$ cat config.mk
export PLATFORM = sky130hd
export DESIGN_NAME = arm_run_ctrl
export DESIGN_NICKNAME = d
export VERILOG_FILES = /design/src/rtl/arm_run_pkg.sv /design/src/rtl/arm_sat_counter.sv /design/src/rtl/arm_run_ctrl.sv
export SDC_FILE = /design/constraint.sdc
export NUM_CORES = 1
export LEC_CHECK = 0
export ABC_CLOCK_PERIOD_IN_PS = 6750
export CAP_MARGIN = 15
export CELL_PAD_IN_SITES_DETAIL_PLACEMENT = 1
export CELL_PAD_IN_SITES_GLOBAL_PLACEMENT = 1
export CORE_ASPECT_RATIO = 1.5
export CORE_MARGIN = 1
export CORE_UTILIZATION = 31
export CTS_CLUSTER_DIAMETER = 30
export DETAILED_ROUTE_END_ITERATION = 12
export GPL_ROUTABILITY_DRIVEN = 0
export PLACE_DENSITY = 0.68
export SLEW_MARGIN = 5
export SYNTH_ARGS = -nofsm -noshare
export SYNTH_HDL_FRONTEND = slang
export SYNTH_SLANG_ARGS = --single-unit
$ cat constraint.sdc
create_clock -name clk -period 6.75 [get_ports clk]
set_input_delay 0.675 -clock clk [delete_from_list [all_inputs] [get_ports clk]]
set_output_delay 0.675 -clock clk [all_outputs]
set_load 0.005 [all_outputs]
$ cat src/rtl/arm_run_pkg.sv
// Shared types and default parameter values for the core run controller.
// Optional feature macro (see arm_run_ctrl): ARM_RUN_CTRL_STALL_CNT_EN.
package arm_run_pkg;

    localparam int DEF_NUM_MODES  = 2;
    localparam int DEF_RST_CYCLES = 1;
    localparam int DEF_RUN_CYCLES = 205;
    localparam int DEF_CNT_W      = 16;

    typedef enum logic [2:0] {
        ST_IDLE     = 3'd0,
        ST_CORE_RST = 3'd1,
        ST_RUN      = 3'd2,
        ST_RECORD   = 3'd3,
        ST_FINISH   = 3'd4
    } state_t;

endpackage

$ cat src/rtl/arm_sat_counter.sv
// Saturating up-counter with synchronous clear; never wraps past all-ones.
module arm_sat_counter #(
    parameter int CNT_W = 16
) (
    input  logic             clk,
    input  logic             rst,
    input  logic             clr,
    input  logic             inc,
    output logic [CNT_W-1:0] q
);

    logic [CNT_W-1:0] r_q;

    // Clear wins over increment; increment stops at the all-ones value.
    always_ff @(posedge clk or negedge rst) begin
        if (!rst) begin
            r_q <= '0;
        end else if (clr) begin
            r_q <= '0;
        end else if (inc && (r_q != {CNT_W{1'b1}})) begin
            r_q <= r_q + CNT_W'(1);
        end
    end

    assign q = r_q;

endmodule

$ cat src/rtl/arm_run_ctrl.sv
// Sequences NUM_MODES reset/run windows of a core and records, per run,
// the cycles spent running and whether the run ended by timeout.
// Optional feature: define ARM_RUN_CTRL_STALL_CNT_EN to add core_stall input
// and res_stalls output (stalled RUN cycles per recorded run).
// Handshake: start is a one-cycle request honoured only in IDLE; res_valid and
// done are one-cycle pulses with no back-pressure; res_* hold between records.
module arm_run_ctrl
    import arm_run_pkg::*;
#(
    parameter int  NUM_MODES  = DEF_NUM_MODES,
    parameter int  RST_CYCLES = DEF_RST_CYCLES,
    parameter int  RUN_CYCLES = DEF_RUN_CYCLES,
    parameter int  CNT_W      = DEF_CNT_W,
    localparam int MW         = (NUM_MODES > 1) ? $clog2(NUM_MODES) : 1
) (
    input  logic             clk,
    input  logic             rst,
    input  logic             start,
    input  logic             core_halt,
`ifdef ARM_RUN_CTRL_STALL_CNT_EN
    input  logic             core_stall,
`endif
    output logic             core_rst_n,
    output logic             frwrd_en,
    output logic [MW-1:0]    mode_idx,
    output logic             busy,
    output logic             done,
    output logic             res_valid,
    output logic [MW-1:0]    res_mode,
    output logic [CNT_W-1:0] res_cycles,
    output logic             res_timeout
`ifdef ARM_RUN_CTRL_STALL_CNT_EN
    ,
    output logic [CNT_W-1:0] res_stalls
`endif
);

    state_t           r_state;
    logic [CNT_W-1:0] r_rst_cnt;
    logic [MW-1:0]    r_mode;
    logic             r_core_rst_n;
    logic             r_frwrd_en;
    logic             r_busy;
    logic             r_done;
    logic             r_res_valid;
    logic [MW-1:0]    r_res_mode;
    logic [CNT_W-1:0] r_res_cycles;
    logic             r_res_timeout;

    logic             w_in_run;
    logic [CNT_W-1:0] w_cyc_q;
    logic [CNT_W-1:0] w_cyc_now;
    logic             w_timeout_hit;
    logic             w_last_mode;
    logic [MW-1:0]    w_mode_next;

    // The counter holds completed RUN cycles; it is cleared outside RUN.
    assign w_in_run = (r_state == ST_RUN);

    arm_sat_counter #(.CNT_W(CNT_W)) u_cyc_cnt (
        .clk (clk),
        .rst (rst),
        .clr (!w_in_run),
        .inc (w_in_run),
        .q   (w_cyc_q)
    );

    // Count including the current RUN cycle, so the first RUN cycle reads 1.
    assign w_cyc_now     = (&w_cyc_q) ? w_cyc_q : w_cyc_q + CNT_W'(1);
    assign w_timeout_hit = (w_cyc_now >= CNT_W'(RUN_CYCLES));
    assign w_last_mode   = (r_mode == MW'(NUM_MODES - 1));
    assign w_mode_next   = r_mode + MW'(1);

`ifdef ARM_RUN_CTRL_STALL_CNT_EN
    logic [CNT_W-1:0] r_res_stalls;
    logic [CNT_W-1:0] w_stall_q;
    logic [CNT_W-1:0] w_stall_now;

    arm_sat_counter #(.CNT_W(CNT_W)) u_stall_cnt (
        .clk (clk),
        .rst (rst),
        .clr (!w_in_run),
        .inc (w_in_run && core_stall),
        .q   (w_stall_q)
    );

    assign w_stall_now = (core_stall && !(&w_stall_q)) ? w_stall_q + CNT_W'(1) : w_stall_q;
    assign res_stalls  = r_res_stalls;
`endif

    // Sequencer FSM with registered outputs; results are captured on RUN exit
    // so res_valid is high during the RECORD cycle itself.
    always_ff @(posedge clk or negedge rst) begin
        if (!rst) begin
            r_state       <= ST_IDLE;
            r_rst_cnt     <= '0;
            r_mode        <= '0;
            r_core_rst_n  <= 1'b0;
            r_frwrd_en    <= 1'b0;
            r_busy        <= 1'b0;
            r_done        <= 1'b0;
            r_res_valid   <= 1'b0;
            r_res_mode    <= '0;
            r_res_cycles  <= '0;
            r_res_timeout <= 1'b0;
`ifdef ARM_RUN_CTRL_STALL_CNT_EN
            r_res_stalls  <= '0;
`endif
        end else begin
            r_res_valid <= 1'b0;
            r_done      <= 1'b0;
            case (r_state)
                ST_IDLE: begin
                    r_core_rst_n <= 1'b1;
                    r_busy       <= 1'b0;
                    if (start) begin
                        r_state      <= ST_CORE_RST;
                        r_mode       <= '0;
                        r_frwrd_en   <= 1'b0;
                        r_busy       <= 1'b1;
                        r_core_rst_n <= 1'b0;
                        r_rst_cnt    <= '0;
                    end
                end
                ST_CORE_RST: begin
                    if (r_rst_cnt == CNT_W'(RST_CYCLES - 1)) begin
                        r_state      <= ST_RUN;
                        r_core_rst_n <= 1'b1;
                        r_rst_cnt    <= '0;
                    end else begin
                        r_rst_cnt <= r_rst_cnt + CNT_W'(1);
                    end
                end
                ST_RUN: begin
                    if (core_halt || w_timeout_hit) begin
                        r_state       <= ST_RECORD;
                        r_res_valid   <= 1'b1;
                        r_res_mode    <= r_mode;
                        r_res_cycles  <= w_cyc_now;
                        r_res_timeout <= !core_halt;
`ifdef ARM_RUN_CTRL_STALL_CNT_EN
                        r_res_stalls  <= w_stall_now;
`endif
                    end
                end
                ST_RECORD: begin
                    if (w_last_mode) begin
                        r_state <= ST_FINISH;
                        r_done  <= 1'b1;
                    end else begin
                        r_state      <= ST_CORE_RST;
                        r_mode       <= w_mode_next;
                        r_frwrd_en   <= w_mode_next[0];
                        r_core_rst_n <= 1'b0;
                        r_rst_cnt    <= '0;
                    end
                end
                ST_FINISH: begin
                    r_state      <= ST_IDLE;
                    r_busy       <= 1'b0;
                    r_core_rst_n <= 1'b1;
                end
                default: begin
                    r_state <= ST_IDLE;
                end
            endcase
        end
    end

    assign core_rst_n  = r_core_rst_n;
    assign frwrd_en    = r_frwrd_en;
    assign mode_idx    = r_mode;
    assign busy        = r_busy;
    assign done        = r_done;
    assign res_valid   = r_res_valid;
    assign res_mode    = r_res_mode;
    assign res_cycles  = r_res_cycles;
    assign res_timeout = r_res_timeout;

endmodule

==> results_dict.tcl <==
set metrics [dict create \
    cp_data_arrival_time_ns 3.50 \
    cap_violations 0 \
    hold_path_class "flip-flop to flip-flop" \
    clkTransAtPathRegs_ns 0.05 \
    drt-total-wl_um 7610 \
    final_layout_size_suffix_gt1_frac 0.0991 \
    syn_inst 306 \
    crit_required_ns 6.97 \
    worst_pin_slew_ns 1.11 \
    synth_nets 313 \
    worstPathCellList "ha_1 > nand3_1 > nor3_2 > nor3_1 > xnor2_1 > nand4_4 > a22oi_2 > mux2_4" \
    drc 0 \
    cts-hold-fix-buffers 0 \
    hpwl_um 5300 \
    p_leak_nw 1.65 \
    maxSlewViolCount 0 \
    grt_overflow_total 0 \
    power_uw 800 \
    hold_ws_ns 0.479 \
    layout_min_cycle_time_ns 3.28 \
    drtPass1Iterations 4 \
    wl_met2_um 4180 \
    cts_tree "done" \
    grt_pass1_vias 2640 \
    grt_max_degree 60 \
    synth_cell_types 52 \
    wirelength_met1_um 3040 \
    fin_cells 445 \
    die_w_um 82.8 \
    worstSetupEndpointType "flip-flop" \
    grt_pass1_wl_um 12900 \
    dr_wl_met3_um 174 \
    die-area_um2 10200 \
    peakVddDrop_mv 0.123 \
    core_um2 9360 \
    io_pins 28 \
    cts_buffer_depth 2 \
    cts-root-buf "clkbuf_16" \
    finalCritPeriodShare 0.486 \
    netlist_area_um2 3040 \
    crit_slowest_cell "a22oi_2" \
    htree_levels 3 \
    ys_top_cells_by_area "dfrtp_1, nor2_1, o21ai_0" \
    fin_worst_skew_ns 0.00848 \
    initial_core_util 0.324 \
    worstPathBufferInverterCount 0 \
    synth.top_cell.area_share 0.486 \
    ys_seq_area_frac 0.486 \
    synth_edf_count 0 \
    multi_input_area_um2 1430 \
    status "finished, final reports clean" \
    finalHoldViolations 0 \
    fill_cells 1100 \
    rsz0062_at_grt "no" \
    synth_top_area_cell "dfrtp_1" \
    cts_made_buffers 9 \
    regArea_um2 1480 \
    worst-path-max-fanout 20 \
    antenna_found_initial 0 \
    syn_to_final_growth_pct 19.7 \
    grt_use_total 0.171 \
    numPortBuffers 27 \
    die_h_um 123 \
    drt_iter0_drc 125 \
    synthTopCellsByCount "dfrtp_1, nor2_1, nand2_1, o21ai_0, nand4_1" \
    clkSinkCount 59 \
    startpoint_type "flip-flop" \
    n_antenna_cell 0 \
    cp_top_family "compound AO/OA/AOI/OAI gates" \
    insertion_delay_ns 0.33 \
    wl_per_cell_um 17.1 \
    synthArstFlopShare 1.00 \
    cts_resized 0 \
    worstSetupPathType "flip-flop to flip-flop" \
    vias 2448 \
    ys.flop_type "dfrtp_1" \
    powerDensity_nw_per_um2 220 \
    dp.cells 429 \
    final_nets 335 \
    tns_ns 0 \
    routed.top_layer "met4" \
    slew_headroom 0.257 \
    synth-seq-cells 59 \
    rows 43 \
    fmax_mhz 305 \
    setup_violations 0 \
    cpPeakStageDelay_ns 0.94 \
    cts_setup_buffers 0 \
    viasPerCell 5.50 \
    yosysWarnings 0 \
    antenna_left 0 \
    avgSynthCellArea_um2 9.92 \
    synth.most_common_cell "dfrtp_1" \
]
path summary, 6_finish.rpt:
| check | startpoint | to | slack [ns] | depth (start not counted) |
|---|---|---|---|---|
| max reg2reg | u_cyc_cnt.q[1] | res_mode | 3.47 | 8 |
| max | u_cyc_cnt.q[1] | res_mode | 3.47 | 8 |
| max in group asynchronous | rst | r_rst_cnt[11] | 5.73 | 2 |
| min in group asynchronous | rst | r_rst_cnt[2] | 0.50 | 2 |
| min reg2reg | res_cycles[12] | res_cycles[12] | 0.48 | 1 |
| min | res_cycles[12] | res_cycles[12] | 0.48 | 1 |
logic make-up after synthesis:
group | after synthesis | synth area share
buf+inv | 27 | 0.0441
compound gates | 66 | 0.148
fa+ha+maj | 3 | 0.0124
mux | 9 | 0.0350
xor+xnor | 13 | 0.0375
simple gates | 129 | 0.237
flops | 59 | 0.486
state kept, by name, summed over array words and instances, names as in the netlist:
name,count
r_rst_cnt,16
core_rst_n,1
res_timeout,1
mode_idx,1
res_cycles,16
res_valid,1
res_mode,1
done,1
frwrd_en,1
r_state,3
busy,1
u_cyc_cnt.q,16
metrics by stage:
step / worst slack [ns] / util / area, um^2
2_1_floorplan: 4.33 / - / 3040
3_3_place_gp: 3.60 / 0.358 / 3350
3_5_place_dp: 3.47 / 0.358 / 3350
4_1_cts: 3.45 / 0.388 / 3630
5_1_grt: 3.23 / 0.388 / 3630
6_report: 3.47 / 0.388 / 3630
placed cells by master, fill, tap and decap left out, types with 9 or more instances in the layout:
cell type,count
nand2_1,25
a21oi_1,9
inv_1,10
nor2_1,35
o21ai_0,19
nand4_1,14
xor2_1,10
nand3_1,13
clkbuf_16,9
dfrtp_1,59
clkdlybuf4s50_1,26
routing by layer:
layer	vias up	GRT usage
met5	-	0
met4	0	0.0916
met3	14	0.0391
met2	27	0.297
met1	1259	0.189
li1	1148	-
report_power, final:
group	switching [mW]	internal, mW	total [mW]
registers	0.000232	0.354	0.355
logic	0.00988	0.00354	0.0134
clock network	0.165	0.267	0.432
layout make-up:
cell class	instances	area share
Tap cell	112	0.0386
Timing Repair Buffer	28	0.0751
Inverter	10	0.0103
Clock buffer	12	0.0706
Multi-Input combinational cell	220	0.392
Clock inverter	4	0.00689
Sequential cell	59	0.406
Note: power is estimated with default switching activity, not from simulation.
